==> config.mk <==
export PLATFORM = sky130hd
export DESIGN_NAME = video_timing_pattern_gen
export DESIGN_NICKNAME = d
export VERILOG_FILES = /design/src/rtl/video_timing_pattern_gen.sv
export SDC_FILE = /design/constraint.sdc
export NUM_CORES = 1
export LEC_CHECK = 0
export CAP_MARGIN = 20
export CORE_MARGIN = 4
export CORE_UTILIZATION = 47
export CTS_CLUSTER_DIAMETER = 80
export DETAILED_ROUTE_END_ITERATION = 8
export PLACE_DENSITY = 0.76
export SETUP_SLACK_MARGIN = 0.3
export SLEW_MARGIN = 20
export SYNTH_ARGS = -nofsm -noshare
export SYNTH_HDL_FRONTEND = slang
export SYNTH_SLANG_ARGS = --single-unit
==> constraint.sdc <==
create_clock -name clk_fast -period 2.45 [get_ports clk_fast]
set_input_delay 0.245 -clock clk_fast [delete_from_list [all_inputs] [get_ports clk_fast]]
set_output_delay 0.245 -clock clk_fast [all_outputs]
set_load 0.01 [all_outputs]
==> src/rtl/video_timing_pattern_gen.sv <==
// Raster timing generator with a built-in test-pattern source.
// Produces sync, data-enable, coordinates and RGB for the TMDS encoders.
`timescale 1ns/1ps

module video_timing_pattern_gen #(
    parameter int H_ACTIVE = 640,
    parameter int H_FP     = 16,
    parameter int H_SYNC   = 96,
    parameter int H_BP     = 48,
    parameter int V_ACTIVE = 480,
    parameter int V_FP     = 10,
    parameter int V_SYNC   = 2,
    parameter int V_BP     = 33,
    parameter int HS_POL   = 0,
    parameter int VS_POL   = 0,
    parameter int CE_DIV   = 4,
    parameter int CW       = 12
) (
    input  logic          clk_fast,
    input  logic          rst_n,
    input  logic          enable,
    input  logic [1:0]    mode,
    input  logic [23:0]   solid_rgb,
    output logic          pix_ce,
    output logic          hsync,
    output logic          vsync,
    output logic          de,
    output logic [CW-1:0] x,
    output logic [CW-1:0] y,
    output logic [23:0]   rgb,
    output logic          sof,
    output logic [7:0]    frame_cnt
);

    localparam int H_TOTAL  = H_ACTIVE + H_FP + H_SYNC + H_BP;
    localparam int V_TOTAL  = V_ACTIVE + V_FP + V_SYNC + V_BP;
    localparam int HS_START = H_ACTIVE + H_FP;
    localparam int HS_END   = HS_START + H_SYNC;
    localparam int VS_START = V_ACTIVE + V_FP;
    localparam int VS_END   = VS_START + V_SYNC;
    localparam int DIV_W    = (CE_DIV > 1) ? $clog2(CE_DIV) : 1;
    localparam logic HS_ACT = (HS_POL != 0);
    localparam logic VS_ACT = (VS_POL != 0);

    logic [DIV_W-1:0] div_q, div_d;
    logic [CW-1:0]    h_q, h_d, v_q, v_d;
    logic [7:0]       frame_q, frame_d;
    logic [1:0]       mode_q, mode_d;
    logic             pix_ce_q, pix_ce_d;
    logic             sof_q, sof_d;
    logic             de_q, de_d;
    logic             hsync_q, hsync_d;
    logic             vsync_q, vsync_d;
    logic [CW-1:0]    x_q, x_d, y_q, y_d;
    logic [23:0]      rgb_q, rgb_d;

    logic             div_last, ce;
    logic             h_last, v_last, first_px, active_px, in_hs, in_vs;
    logic [1:0]       eff_mode;
    logic [CW+2:0]    h_x8;
    logic [2:0]       bar;
    logic [23:0]      bar_rgb, pattern_rgb;

    assign div_last  = (div_q == DIV_W'(CE_DIV - 1));
    assign ce        = enable && div_last;
    assign h_last    = (h_q == CW'(H_TOTAL - 1));
    assign v_last    = (v_q == CW'(V_TOTAL - 1));
    assign first_px  = (h_q == '0) && (v_q == '0);
    assign active_px = (h_q < CW'(H_ACTIVE)) && (v_q < CW'(V_ACTIVE));
    assign in_hs     = (h_q >= CW'(HS_START)) && (h_q < CW'(HS_END));
    assign in_vs     = (v_q >= CW'(VS_START)) && (v_q < CW'(VS_END));
    // The pixel that latches a new mode is already drawn in that mode.
    assign eff_mode  = first_px ? mode : mode_q;

    // Bar index = floor(x*8/H_ACTIVE) via constant thresholds, no divider.
    always_comb begin
        h_x8 = {h_q, 3'b000};
        bar  = 3'd0;
        for (int k = 1; k < 8; k++) begin
            if (h_x8 >= (CW+3)'(k * H_ACTIVE)) begin
                bar = 3'(k);
            end
        end
        case (bar)
            3'd0:    bar_rgb = 24'hFFFFFF;
            3'd1:    bar_rgb = 24'hFFFF00;
            3'd2:    bar_rgb = 24'h00FFFF;
            3'd3:    bar_rgb = 24'h00FF00;
            3'd4:    bar_rgb = 24'hFF00FF;
            3'd5:    bar_rgb = 24'hFF0000;
            3'd6:    bar_rgb = 24'h0000FF;
            default: bar_rgb = 24'h000000;
        endcase
        case (eff_mode)
            2'd0:    pattern_rgb = solid_rgb;
            2'd1:    pattern_rgb = bar_rgb;
            2'd2:    pattern_rgb = (h_q[3] ^ v_q[3]) ? 24'hFFFFFF : 24'h000000;
            default: pattern_rgb = {8'(h_q) + frame_q, 8'(v_q), frame_q};
        endcase
    end

    always_comb begin
        div_d    = div_q;
        h_d      = h_q;
        v_d      = v_q;
        frame_d  = frame_q;
        mode_d   = mode_q;
        pix_ce_d = ce;
        sof_d    = 1'b0;
        de_d     = de_q;
        hsync_d  = hsync_q;
        vsync_d  = vsync_q;
        x_d      = x_q;
        y_d      = y_q;
        rgb_d    = rgb_q;
        if (enable) begin
            div_d = div_last ? '0 : div_q + DIV_W'(1);
        end
        if (ce) begin
            h_d = h_last ? '0 : h_q + CW'(1);
            if (h_last) begin
                v_d = v_last ? '0 : v_q + CW'(1);
                if (v_last) begin
                    frame_d = frame_q + 8'd1;
                end
            end
            if (first_px) begin
                mode_d = mode;
            end
            sof_d   = first_px;
            de_d    = active_px;
            hsync_d = in_hs ? HS_ACT : ~HS_ACT;
            vsync_d = in_vs ? VS_ACT : ~VS_ACT;
            x_d     = h_q;
            y_d     = v_q;
            rgb_d   = active_px ? pattern_rgb : 24'h000000;
        end
    end

    always_ff @(posedge clk_fast or negedge rst_n) begin
        if (!rst_n) begin
            div_q    <= '0;
            h_q      <= '0;
            v_q      <= '0;
            frame_q  <= 8'd0;
            mode_q   <= 2'd0;
            pix_ce_q <= 1'b0;
            sof_q    <= 1'b0;
            de_q     <= 1'b0;
            hsync_q  <= ~HS_ACT;
            vsync_q  <= ~VS_ACT;
            x_q      <= '0;
            y_q      <= '0;
            rgb_q    <= 24'h000000;
        end else begin
            div_q    <= div_d;
            h_q      <= h_d;
            v_q      <= v_d;
            frame_q  <= frame_d;
            mode_q   <= mode_d;
            pix_ce_q <= pix_ce_d;
            sof_q    <= sof_d;
            de_q     <= de_d;
            hsync_q  <= hsync_d;
            vsync_q  <= vsync_d;
            x_q      <= x_d;
            y_q      <= y_d;
            rgb_q    <= rgb_d;
        end
    end

    // Strobes vanish as soon as enable drops, even mid-cycle.
    assign pix_ce    = pix_ce_q & enable;
    assign sof       = sof_q & enable;
    assign de        = de_q;
    assign hsync     = hsync_q;
    assign vsync     = vsync_q;
    assign x         = x_q;
    assign y         = y_q;
    assign rgb       = rgb_q;
    assign frame_cnt = frame_q;

endmodule

Word level (Yosys, flattened, before mapping)
Index checks and enable logic that the tools add are counted.
Operators by class
  $add $sub $neg: 5
  order comparisons: 13
  eq/ne operators: 11
  muxes and demuxes: 18
  bitwise gates (word level): 3
  reductions and logical operators: 11
Operator list (count)
  $pmux 24 s7: 1
  $pmux 24 s3: 1
  $mux 24: 2
  $ge 15x12->1 const B: 3
  $ge 15x11->1 const B: 2
  $add 12x1->12 const B: 2
  $eq 12x10->1 const B: 2
  $logic_not 12->1: 2
  $lt 12x10->1 const B: 2
  $lt 12x9->1 const B: 2
  $mux 12: 2
  $ge 15x10->1 const B: 1
  $ge 15x13->1 const B: 1
  $mux 3: 5
  $ge 12x10->1 const B: 1
  $ge 12x9->1 const B: 1
  $eq 3x3->1 const B: 3
  $add 8x1->8 const B: 1
  $add 8x8->8: 1
  $eq 3x2->1 const B: 2
  $mux 2: 3
  $logic_and 1x1->1: 5
  $eq 2x2->1 const B: 2
  $mux 1: 4
  other kinds (9): 10
Word-level totals
  bits in registers: 89
  input bits: 29
  output and inout bits: 61
  logic and storage cells: 74

Longest topological paths before layout
Gate-level depths: netlist of run 1.
  word-level depth: 12
  mapped depth: 9
  mapped depth without buffers: 8

Worst setup path after synthesis of run 1
Ideal clock, no wire load.
  path type: register to register
  from: reg v_q[0]
  to: reg rgb_q[13] (netlist: rgb[13])
  library setup time: 0.123 ns
  arrival time: 2.454 ns
  slack: -0.127 ns
  cell stages (with the launch flop): 10
  period minus slack after synthesis: 2.577 ns
  path through: dfrtp_1 > inv_1 > ha_1 > or4b_4 > or4_4 > nor4_4 > nor2_4 > buf_6 > o21ai_1 > o21ai_1
On the way
  longest elaborated chain between the ends: 6
  elaborated cells between the ends (all ways): 10
Ends and longest elaborated chain
  start: declaration: line 46  | logic [CW-1:0] h_q, h_d, v_q, v_d;
  start signal: assignment: line 158  | v_q <= v_d;
  $logic_not 12->1: line 68  | assign first_px = (h_q == '0) && (v_q == '0);
  $logic_and 1x1->1: line 68
  $mux 2
  $eq 2x2->1, or another cell as far along: line 94  | case (eff_mode)
  $pmux 24 s3: line 94
  $mux 24 (*): line 136  | rgb_d = active_px ? pattern_rgb : 24'h000000;
  end signal: assignment: line 168  | rgb_q <= rgb_d;
  end: declaration: line 55  | logic [23:0] rgb_q, rgb_d;
Every way passes the cells marked *; elsewhere a longest branch is shown, timed or not.
A chain may end at the register's enable or synchronous reset.

Worst setup path after layout of run 1
  from: reg v_q[0]
  to: reg rgb_q[23] (netlist: rgb[23])
Same word-level chain as after synthesis.

==> results.cfg, run 1 <==
[status]
outcome = completed

[grt]
grt_pass1_wl_um = 20580
track_usage_pct = 22.30
antenna_found_initial = 0
grt_max_degree = 60
grt_pass1_vias = 4097
grt_overflow = 0

[cells_and_area]
drive_above_1_share_pct = 15.14
final_nets = 659
fillCellCount = 808
final_util_pct = 64.11
areaGrowthSynthToFinish_pct = 33.97
n_antenna_cell = 0

[synth]
syn_area_per_cell_um2 = 9.293
netlist_area_um2 = 4656
synth_edf_count = 0
synth.most_common_cell = nand2_1
yosys-top-cells-area = dfrtp_1 47%, nand2_1 7.9%, xnor2_1 4.0%
yosys_warnings = 0
ys_top_cells_by_count = 98 x nand2_1, 87 x dfrtp_1, 29 x a21oi_1
synth_cell_types = 52
postSynth.asyncResetShare_pct = 100.0
synthDominantCellAreaShare_pct = 46.76
synth_largest_area_cell = dfrtp_1
yosysSeqAreaShare_pct = 47.89
ys.flop_type = dfrtp_1
syn-num-nets = 544
postSynthCellCount = 501
ys_ff_latch = 89

[detailed_routing]
num_vias = 4166
routed_via_density = 5.525
drt_first_pass_iters = 5
ant_nets = 0
routedWlPerCell_um = 16.69
drc = 0
wirelength_um = 12580
drtIter0Drc = 256

[floorplanning]
io_pins = 90
fp.dieH_um = 107.5
die_area_um2 = 11560
num_rows = 36
start_util_pct = 47.85
die_w_um = 107.5
core_area_um2 = 9729

[timing]
skew_ps = 10.08
worst_slew_pin_slew_ps = 563.8
rsz0062_at_grt = true
drv_slew = 0
max_freq_ghz = 0.4131
setup_viol = 0
slew_headroom_pct = 62.01
min_period_over_period_pct = 98.80
finalHoldViolCount = 0
min_period_ps = 2421
worst_slack_ps = 29.43

[clock_network]
numCtsBuffers = 9
clk_latency_ps = 360
ctsRootBufferMaster = clkbuf_8
cts_tree = done
cts_sinks = 89
clockBufferDepth = 2
cts-htree-levels = 3
clkTransAtPathRegs_ps = 90

[power_and_ir_drop]
powerDensity_nw_per_um2 = 702.9
combPwrFrac_pct = 33.1
worst_ir_drop_vdd_mv = 0.4340
p_leak_nw = 2.796
cellInternalPower_w = 0.002900
clkPwrFrac_pct = 22.0
switching_share_pct = 33.85
p_sw_w = 0.001484
power_frac_seq_pct = 44.9

[critical_path]
critPathMaxStageDelay_ps = 490
crit_path_cell_trace = inv_2 > ha_4 > or4b_4 > or4_4 > nor4_4 > buf_6 > nor2_4 > o21ai_0 > o21ai_1
path_buf_inv = 2
critPathSlowestCell = or4b_4
regToRegSetupSlack_ps = 30
critical_path.startpoint_type = register
crit_required_ps = 2700
r2r_end = rgb[23]$_DFFE_PN0P_
cp_max_fo = 16
crit_arrival_ps = 2670
worst_setup_path_end_kind = register
cp_top_family = simple AND/OR/NAND/NOR gates
r2r-start = v_q[0]$_DFFE_PN0P_
path_class = register to register
reg2reg_depth = 9

[placement]
dp_hpwl_um = 9004
globalplace.congestion = 0.8743
io_buffers = 89
pre_cts_ws_ps = -32.41

[worst_hold_path]
hp-class = primary input to asynchronous set/reset pin

[job]
cap_viol_max_count = 0
==> area by class of cell <==
| class | count | area [µm²] | area share [%] |
|---|---|---|---|
| Clock buffer | 10 | 137.6 | 2.207 |
| Timing Repair Buffer | 130 | 1222 | 19.60 |
| Multi-Input combinational cell | 378 | 2399 | 38.46 |
| Clock inverter | 6 | 50.05 | 0.8024 |
| Sequential cell | 89 | 2232 | 35.79 |
| Tap cell | 133 | 166.4 | 2.668 |
| Inverter | 8 | 30.03 | 0.4814 |
==> metrics by stage <==
stage	area [µm²]	hold WS [ps]	TNS, ps	total power, W	cells
6_report	6237	354.9	0	0.004384	754
5_1_grt	6237	375.4	-672.0	0.004663	754
4_1_cts	6132	358.2	0	0.004392	749
3_5_place_dp	5856	208.3	-63.58	0.003428	729
3_3_place_gp	5856	202.6	0	0.003364	729
2_1_floorplan	4673	-50.59	0	0.002644	501
==> flip-flops by register name, indices dropped and copies added (netlist names) <==
register	count
sof_q	1
rgb	24
pix_ce_q	1
x	12
hsync	1
div_q	2
mode_q	2
v_q	12
frame_cnt	8
y	12
de	1
vsync	1
h_q	12
==> timing repair <==
item / in CTS / in global routing
hold buffers: 1 / 0
buffers inserted: 3 / 5
hold endpoints to repair: 30 / 0
pin swaps: 2 / 1
endpoints found under the setup margin: 28 / 32
resized for setup: 13 / 19
==> how the worst max path moves through the flow <==
stage,slack [ps],to,cells after the start,from
floorplan,10,rgb[13]$_DFFE_PN0P_,9,v_q[0]$_DFFE_PN0P_
global placement,70,mode_q[0]$_DFFE_PN0P_,6,v_q[0]$_DFFE_PN0P_
detailed placement,-30,mode_q[1]$_DFFE_PN0P_,6,v_q[0]$_DFFE_PN0P_
CTS,60,rgb[20]$_DFFE_PN0P_,9,v_q[0]$_DFFE_PN0P_
global route,-70,rgb[3]$_DFFE_PN0P_,9,v_q[1]$_DFFE_PN0P_
finish,30,rgb[23]$_DFFE_PN0P_,9,v_q[0]$_DFFE_PN0P_
==> cell usage in the layout (no fill, tap or decap), drive strengths merged, types with 11 or more instances in the layout <==
cell type and count:
nand3 12, a22oi 16, xor2 11, nor2 27, a21oi 30, o21ai 52, dfrtp 87, clkdlybuf4s50 88
ha 13, nand4 11, nand2 98, xnor2 21, buf 41
==> power by group through the flow <==
stage,Combinational (W),Clock [W],Sequential (W)
3_3_place_gp,0.00139,0,0.00197
5_1_grt,0.00160,0.00105,0.00202
2_1_floorplan,0.000597,0,0.00205
6_report,0.00145,0.000965,0.00197
3_5_place_dp,0.00143,0,0.00199
4_1_cts,0.00145,0.000981,0.00197
==> per-layer routing <==
layer	vias to the layer above	track usage [%]	routed length, µm
li1	1993	-	-
met1	2023	30.86	5716
met2	140	34.90	5979
met3	10	5.279	769
met4	0	6.763	117
met5	-	0	0
==> logic make-up after synthesis <==
| family | share of synthesized area [%] |
|---|---|
| mux | 2.311 |
| fa+ha+maj | 3.924 |
| simple gates | 20.05 |
| flops | 47.89 |
| compound gates | 16.42 |
| xor+xnor | 6.020 |
| buf+inv | 3.386 |
No activity file was read; power rests on OpenSTA's default activity.
==> run 2, diff against run 1 <==
--- a/config.mk
+++ b/config.mk
@@ -7,10 +7,10 @@
 export LEC_CHECK = 0
 export CAP_MARGIN = 20
 export CORE_MARGIN = 4
-export CORE_UTILIZATION = 47
+export CORE_UTILIZATION = 50
 export CTS_CLUSTER_DIAMETER = 80
 export DETAILED_ROUTE_END_ITERATION = 8
-export PLACE_DENSITY = 0.76
+export PLACE_DENSITY = 0.77
 export SETUP_SLACK_MARGIN = 0.3
 export SLEW_MARGIN = 20
 export SYNTH_ARGS = -nofsm -noshare
==> constraint.sdc (replaced) <==
create_clock -name clk_fast -period 2.8 [get_ports clk_fast]
set_input_delay 0.28 -clock clk_fast [delete_from_list [all_inputs] [get_ports clk_fast]]
set_output_delay 0.28 -clock clk_fast [all_outputs]
set_load 0.01 [all_outputs]
==> run 2 against run 1 <==
Effect of this change:
- the run now ends with hold timing left
- flip-flop and latch count is the same
- sequential power shrank 14%
- first-iteration DRC count grew 3.9%
- hold slack lost 400 ps
- critical path depth is the same
- global-route usage is essentially flat
- fmax shrank 3.6%
- power shrank 12%
==> results.cfg, run 2 (same netlist as run 1, synthesis figures left out) <==
[cells_and_area]
drive_above_1_share_pct = 12.46
largest_register_ff_count = 24
finalInstanceArea_um2 = 6031
final_cell_mix = 97 x nand2_1, 88 x clkdlybuf4s50_1, 86 x dfrtp_1
fillCellCount = 698
final_util_pct = 67.83
n_antenna_cell = 0
final_nets = 640
mostFrequentLayoutCell = nand2_1
areaGrowthSynthToFinish_pct = 29.53

[status]
failed_checks = hold timing
outcome = complete, but fails checks

[timing]
tns_ps = 0
max_freq_ghz = 0.3984
drv_slew = 0
slew_headroom_pct = 46.09
skew_ps = 12.16
setup_viol = 0
worst_slew_pin_slew_ps = 808.7
finalHoldViolCount = 26
min_period_over_period_pct = 89.63
min_period_ps = 2510
rsz0062_at_grt = true
whs_ps = -46.92

[floorplanning]
num_rows = 34
die_area_um2 = 10920
fp.dieH_um = 104.5
core_area_um2 = 8891
start_util_pct = 52.36
io_pins = 90
die_w_um = 104.5

[job]
cap_viol_max_count = 0

[critical_path]
path_class = register to register
worst_setup_path_end_kind = register
r2r-start = v_q[0]$_DFFE_PN0P_
critPathMaxStageDelay_ps = 490
path_buf_inv = 2
cp_top_family = simple AND/OR/NAND/NOR gates
cp_max_fo = 5
reg2reg_depth = 9
critPathSlowestCell = or4b_4
critical_path.startpoint_type = register
crit_end = rgb[5]$_DFFE_PN0P_
crit_path_cell_trace = inv_2 > ha_4 > or4b_4 > or4_4 > nor4_4 > buf_2 > o21bai_1 > a22oi_1 > a21oi_1
worstSetupPathDepth = 9
crit_required_ps = 3040
crit_path_start = v_q[0]$_DFFE_PN0P_
r2r_end = rgb[5]$_DFFE_PN0P_
crit_arrival_ps = 2750
regToRegSetupSlack_ps = 290

[detailed_routing]
wirelength_um = 12050
drc = 0
ant_nets = 0
num_vias = 4059
drtIter0Drc = 266
routed_via_density = 5.717
drt_first_pass_iters = 5
routedWlPerCell_um = 16.97

[grt]
grt_max_degree = 90
grt_pass1_wl_um = 20210
grt_pass1_vias = 4119
grt_overflow = 0
track_usage_pct = 22.29
antenna_found_initial = 1

[power_and_ir_drop]
combPwrFrac_pct = 32.4
p_leak_nw = 2.704
p_total_w = 0.003837
power_frac_seq_pct = 44.4
p_sw_w = 0.001275
clkPwrFrac_pct = 23.2
worst_ir_drop_vdd_mv = 0.3459
switching_share_pct = 33.22
powerDensity_nw_per_um2 = 636.2
cellInternalPower_w = 0.002562

[placement]
globalplace.congestion = 0.8639
dp_hpwl_um = 8272
placed_area_um2 = 5673
io_buffers = 89

[clock_network]
ctsRootBufferMaster = clkbuf_8
clk_latency_ps = 360
cts_sinks = 89
cts_tree = done
numCtsBuffers = 9
clockBufferDepth = 2
clkTransAtPathRegs_ps = 90
cts-htree-levels = 3

[worst_hold_path]
hp-class = primary input to asynchronous set/reset pin
## run 2: cell types whose count changed in the layout (fill, tap and decap cells not counted), sizes merged
cell	before	now
nor2	27	28
dlygate4sd3	1	0
clkbuf	10	9
clkinvlp	2	1
clkinv	2	4
buf	41	21
bufinv	0	1
inv	10	9
mux2	6	7
## run 2: what timing repair did
action | in CTS | in global routing
gates resized for setup | 16 | 15
pin swaps | 1 | 7
buffers inserted | 2 | 2
endpoints found under the setup margin | 26 | 25
gates cloned | 1 | 2
hold buffers | 0 | 0
## run 2: power groups by stage
stage	registers, W	clock network (W)	logic, W
floorplan	0.00179	0	0.000517
global placement	0.00172	0	0.00119
detailed placement	0.00173	0	0.00122
CTS	0.00171	0.000896	0.00124
global route	0.00174	0.000952	0.00137
finish	0.00170	0.000888	0.00124
## run 2: through the flow
step	cells	setup slack (ps)
global placement	687	206.9
finish	710	290.2
global route	710	197.8
floorplan	501	328.1
CTS	706	328.4
detailed placement	687	72.54
## run 2: cell type report
class	count	area (µm²)	share of cell area [%]
Multi-Input combinational cell	380	2397	39.75
Sequential cell	89	2231	36.99
Clock buffer	9	123.9	2.054
Clock inverter	7	70.07	1.162
Tap cell	108	135.1	2.241
Timing Repair Buffer	109	1044	17.30
Inverter	8	30.03	0.4979
## run 2: how the worst min path moves through the flow
stage / end / start / slack, ps
floorplan: de$_DFFE_PN0P_ / rst_n / -20
global placement: y[10]$_DFFE_PN0P_ / y[10]$_DFFE_PN0P_ / 460
detailed placement: y[11]$_DFFE_PN0P_ / y[11]$_DFFE_PN0P_ / 460
CTS: x[3]$_DFFE_PN0P_ / rst_n / 170
global route: frame_cnt[6]$_DFFE_PN0P_ / rst_n / 50
finish: x[3]$_DFFE_PN0P_ / rst_n / -50
## run 2: metal layers
metal | global-route usage [%] | up-vias | share of wire, % | routed length [µm]
met5 | 0 | - | 0.11 | 13
met1 | 31.96 | 1935 | 47 | 5617
li1 | - | 1949 | - | -
met4 | 8.262 | 2 | 2.2 | 270
met3 | 4.283 | 27 | 5.8 | 700
met2 | 33.53 | 146 | 45 | 5448
==> run 3, diff against run 2 <==
--- a/config.mk
+++ b/config.mk
@@ -10,6 +10,7 @@
 export CORE_UTILIZATION = 50
 export CTS_CLUSTER_DIAMETER = 80
 export DETAILED_ROUTE_END_ITERATION = 8
+export GPL_ROUTABILITY_DRIVEN = 0
 export PLACE_DENSITY = 0.77
 export SETUP_SLACK_MARGIN = 0.3
 export SLEW_MARGIN = 20
==> constraint.sdc (replaced) <==
create_clock -name clk_fast -period 3.1 [get_ports clk_fast]
set_input_delay 0.31 -clock clk_fast [delete_from_list [all_inputs] [get_ports clk_fast]]
set_output_delay 0.31 -clock clk_fast [all_outputs]
set_load 0.01 [all_outputs]
==> run 3 against run 2 <==
Effect of this change:
- the run still ends with hold timing left
- sequential share of layout area increased by 0.41 points
- count of clock-buffer cells in the layout increased by 2
- register-to-register slack better by 95 ps
- clock power rose by 5.6%
- sequential power fell by 8%
- setup slack improved by 95 ps
- utilization shrank 0.75 points
- die area stayed put
- non-clock buffer count shrank 1
- cell count decreased by 0.42%
- clock skew about the same
- first-iteration DRC count up 6.0%
==> results.cfg, run 3 (same netlist as run 1, synthesis figures left out) <==
[placement]
dp_hpwl_um = 7997
io_buffers = 89
pre_cts_ws_ps = 271.6

[timing]
skew_ps = 12.51
worst_slack_ps = 385.2
drv_slew = 0
rsz0062_at_grt = false
tns_ps = 0
whs_ps = -9.969
setup_viol = 0
slew_headroom_pct = 47.61
min_period_over_period_pct = 87.57
worst_slew_pin_slew_ps = 785.8
min_period_ps = 2715
finalHoldViolCount = 4
max_freq_ghz = 0.3684

[floorplanning]
die_area_um2 = 10920
fp.dieH_um = 104.5
core_area_um2 = 8891
start_util_pct = 52.36
num_rows = 34
io_pins = 90
die_w_um = 104.5

[detailed_routing]
drtIter0Drc = 282
drc = 0
ant_nets = 0
routed_via_density = 5.728
num_vias = 4050
wirelength_um = 11580
routedWlPerCell_um = 16.38
drt_first_pass_iters = 5

[cells_and_area]
mostFrequentLayoutCell = nand2_1
final_cell_mix = 97 x nand2_1, 88 x clkdlybuf4s50_1, 86 x dfrtp_1
final_nets = 637
fillCellCount = 729
n_antenna_cell = 0
drive_above_1_share_pct = 9.349
largest_register_ff_count = 24
areaGrowthSynthToFinish_pct = 28.11

[grt]
grt_overflow = 0
grt_pass1_vias = 3846
grt_max_degree = 90
track_usage_pct = 21.47
grt_pass1_wl_um = 19270
antenna_found_initial = 0

[critical_path]
cp_max_fo = 9
r2r_end = rgb[9]$_DFFE_PN0P_
regToRegSetupSlack_ps = 390
crit_required_ps = 3350
reg2reg_depth = 10
critical_path.startpoint_type = register
crit_path_start = v_q[0]$_DFFE_PN0P_
crit_end = rgb[9]$_DFFE_PN0P_
crit_arrival_ps = 2970
r2r-start = v_q[0]$_DFFE_PN0P_
path_class = register to register
worst_setup_path_end_kind = register

[power_and_ir_drop]
powerDensity_nw_per_um2 = 597.1
worst_ir_drop_vdd_mv = 0.3604
power_frac_seq_pct = 43.7
p_leak_nw = 2.707
clkPwrFrac_pct = 26.3
p_sw_w = 0.001133
cellInternalPower_w = 0.002428
combPwrFrac_pct = 30.0
switching_share_pct = 31.83

[clock_network]
clockBufferDepth = 2
cts_tree = done
numCtsBuffers = 9
clk_latency_ps = 370
cts-htree-levels = 3
clkTransAtPathRegs_ps = 90
cts_sinks = 89
ctsRootBufferMaster = clkbuf_8

[worst_hold_path]
hp-class = primary input to asynchronous set/reset pin

[status]
failed_checks = hold timing
outcome = complete, but fails checks

[job]
cap_viol_max_count = 0
## run 3: critical path, stage by stage (launching register included)
cell,delay (ps)
dfrtp_2,450
inv_1,100
ha_1,160
or4b_4,490
or4_4,460
nor4_4,290
buf_6,160
nor2_4,40
buf_4,190
o21ai_1,190
o21ai_1,80
## run 3: power groups by stage
stage | combinational (W) | clock [W] | sequential [W]
floorplan | 0.000467 | 0 | 0.00162
global placement | 0.00104 | 0 | 0.00157
detailed placement | 0.00107 | 0 | 0.00158
CTS | 0.00107 | 0.000951 | 0.00156
global route | 0.00118 | 0.00100 | 0.00159
finish | 0.00107 | 0.000938 | 0.00156
## run 3: worst min path at each step
stage / from / end / slack, ps / depth (start not counted)
CTS: rst_n / frame_cnt[6]$_DFFE_PN0P_ / 190 / 1
finish: rst_n / x[7]$_DFFE_PN0P_ / -10 / 1
global route: rst_n / frame_cnt[6]$_DFFE_PN0P_ / 70 / 1
floorplan: rst_n / de$_DFFE_PN0P_ / 10 / 0
global placement: x[10]$_DFFE_PN0P_ / x[10]$_DFFE_PN0P_ / 460 / 2
detailed placement: x[10]$_DFFE_PN0P_ / x[10]$_DFFE_PN0P_ / 460 / 2
## run 3: layout make-up
| cell class | instances | area, µm² | share of cell area [%] |
|---|---|---|---|
| timing repair buffer | 108 | 1051 | 17.62 |
| sequential | 89 | 2231 | 37.40 |
| inverter | 8 | 30.03 | 0.5035 |
| clock buffer | 11 | 151.4 | 2.538 |
| clock inverter | 5 | 85.08 | 1.426 |
| multi-input combinational | 378 | 2281 | 38.24 |
| tap | 108 | 135.1 | 2.266 |
## run 3: layer usage
metal	GRT usage, %	routed length, µm
met1	31.62	5652
met2	31.92	5119
met3	4.283	662
met4	6.553	149
met5	0	0
## run 3: repair_timing
| item | CTS | global route |
|---|---|---|
| gates resized for setup | 1 | 4 |
| endpoints found under the setup margin | 24 | 24 |
| setup buffers | 0 | 7 |
| pin swaps | 0 | 2 |
| hold buffers | 0 | 0 |
## run 3: stage by stage
stage / total power, W / util [%] / cells / cell area (µm²)
after global routing: 0.003768 / 67.08 / 707 / 5964
after global placement: 0.002610 / 63.48 / 684 / 5644
after floorplan: 0.002085 / - / 501 / 4656
final: 0.003562 / 67.08 / 707 / 5964
after CTS: 0.003583 / 66.18 / 700 / 5884
after detailed placement: 0.002649 / 63.48 / 684 / 5644
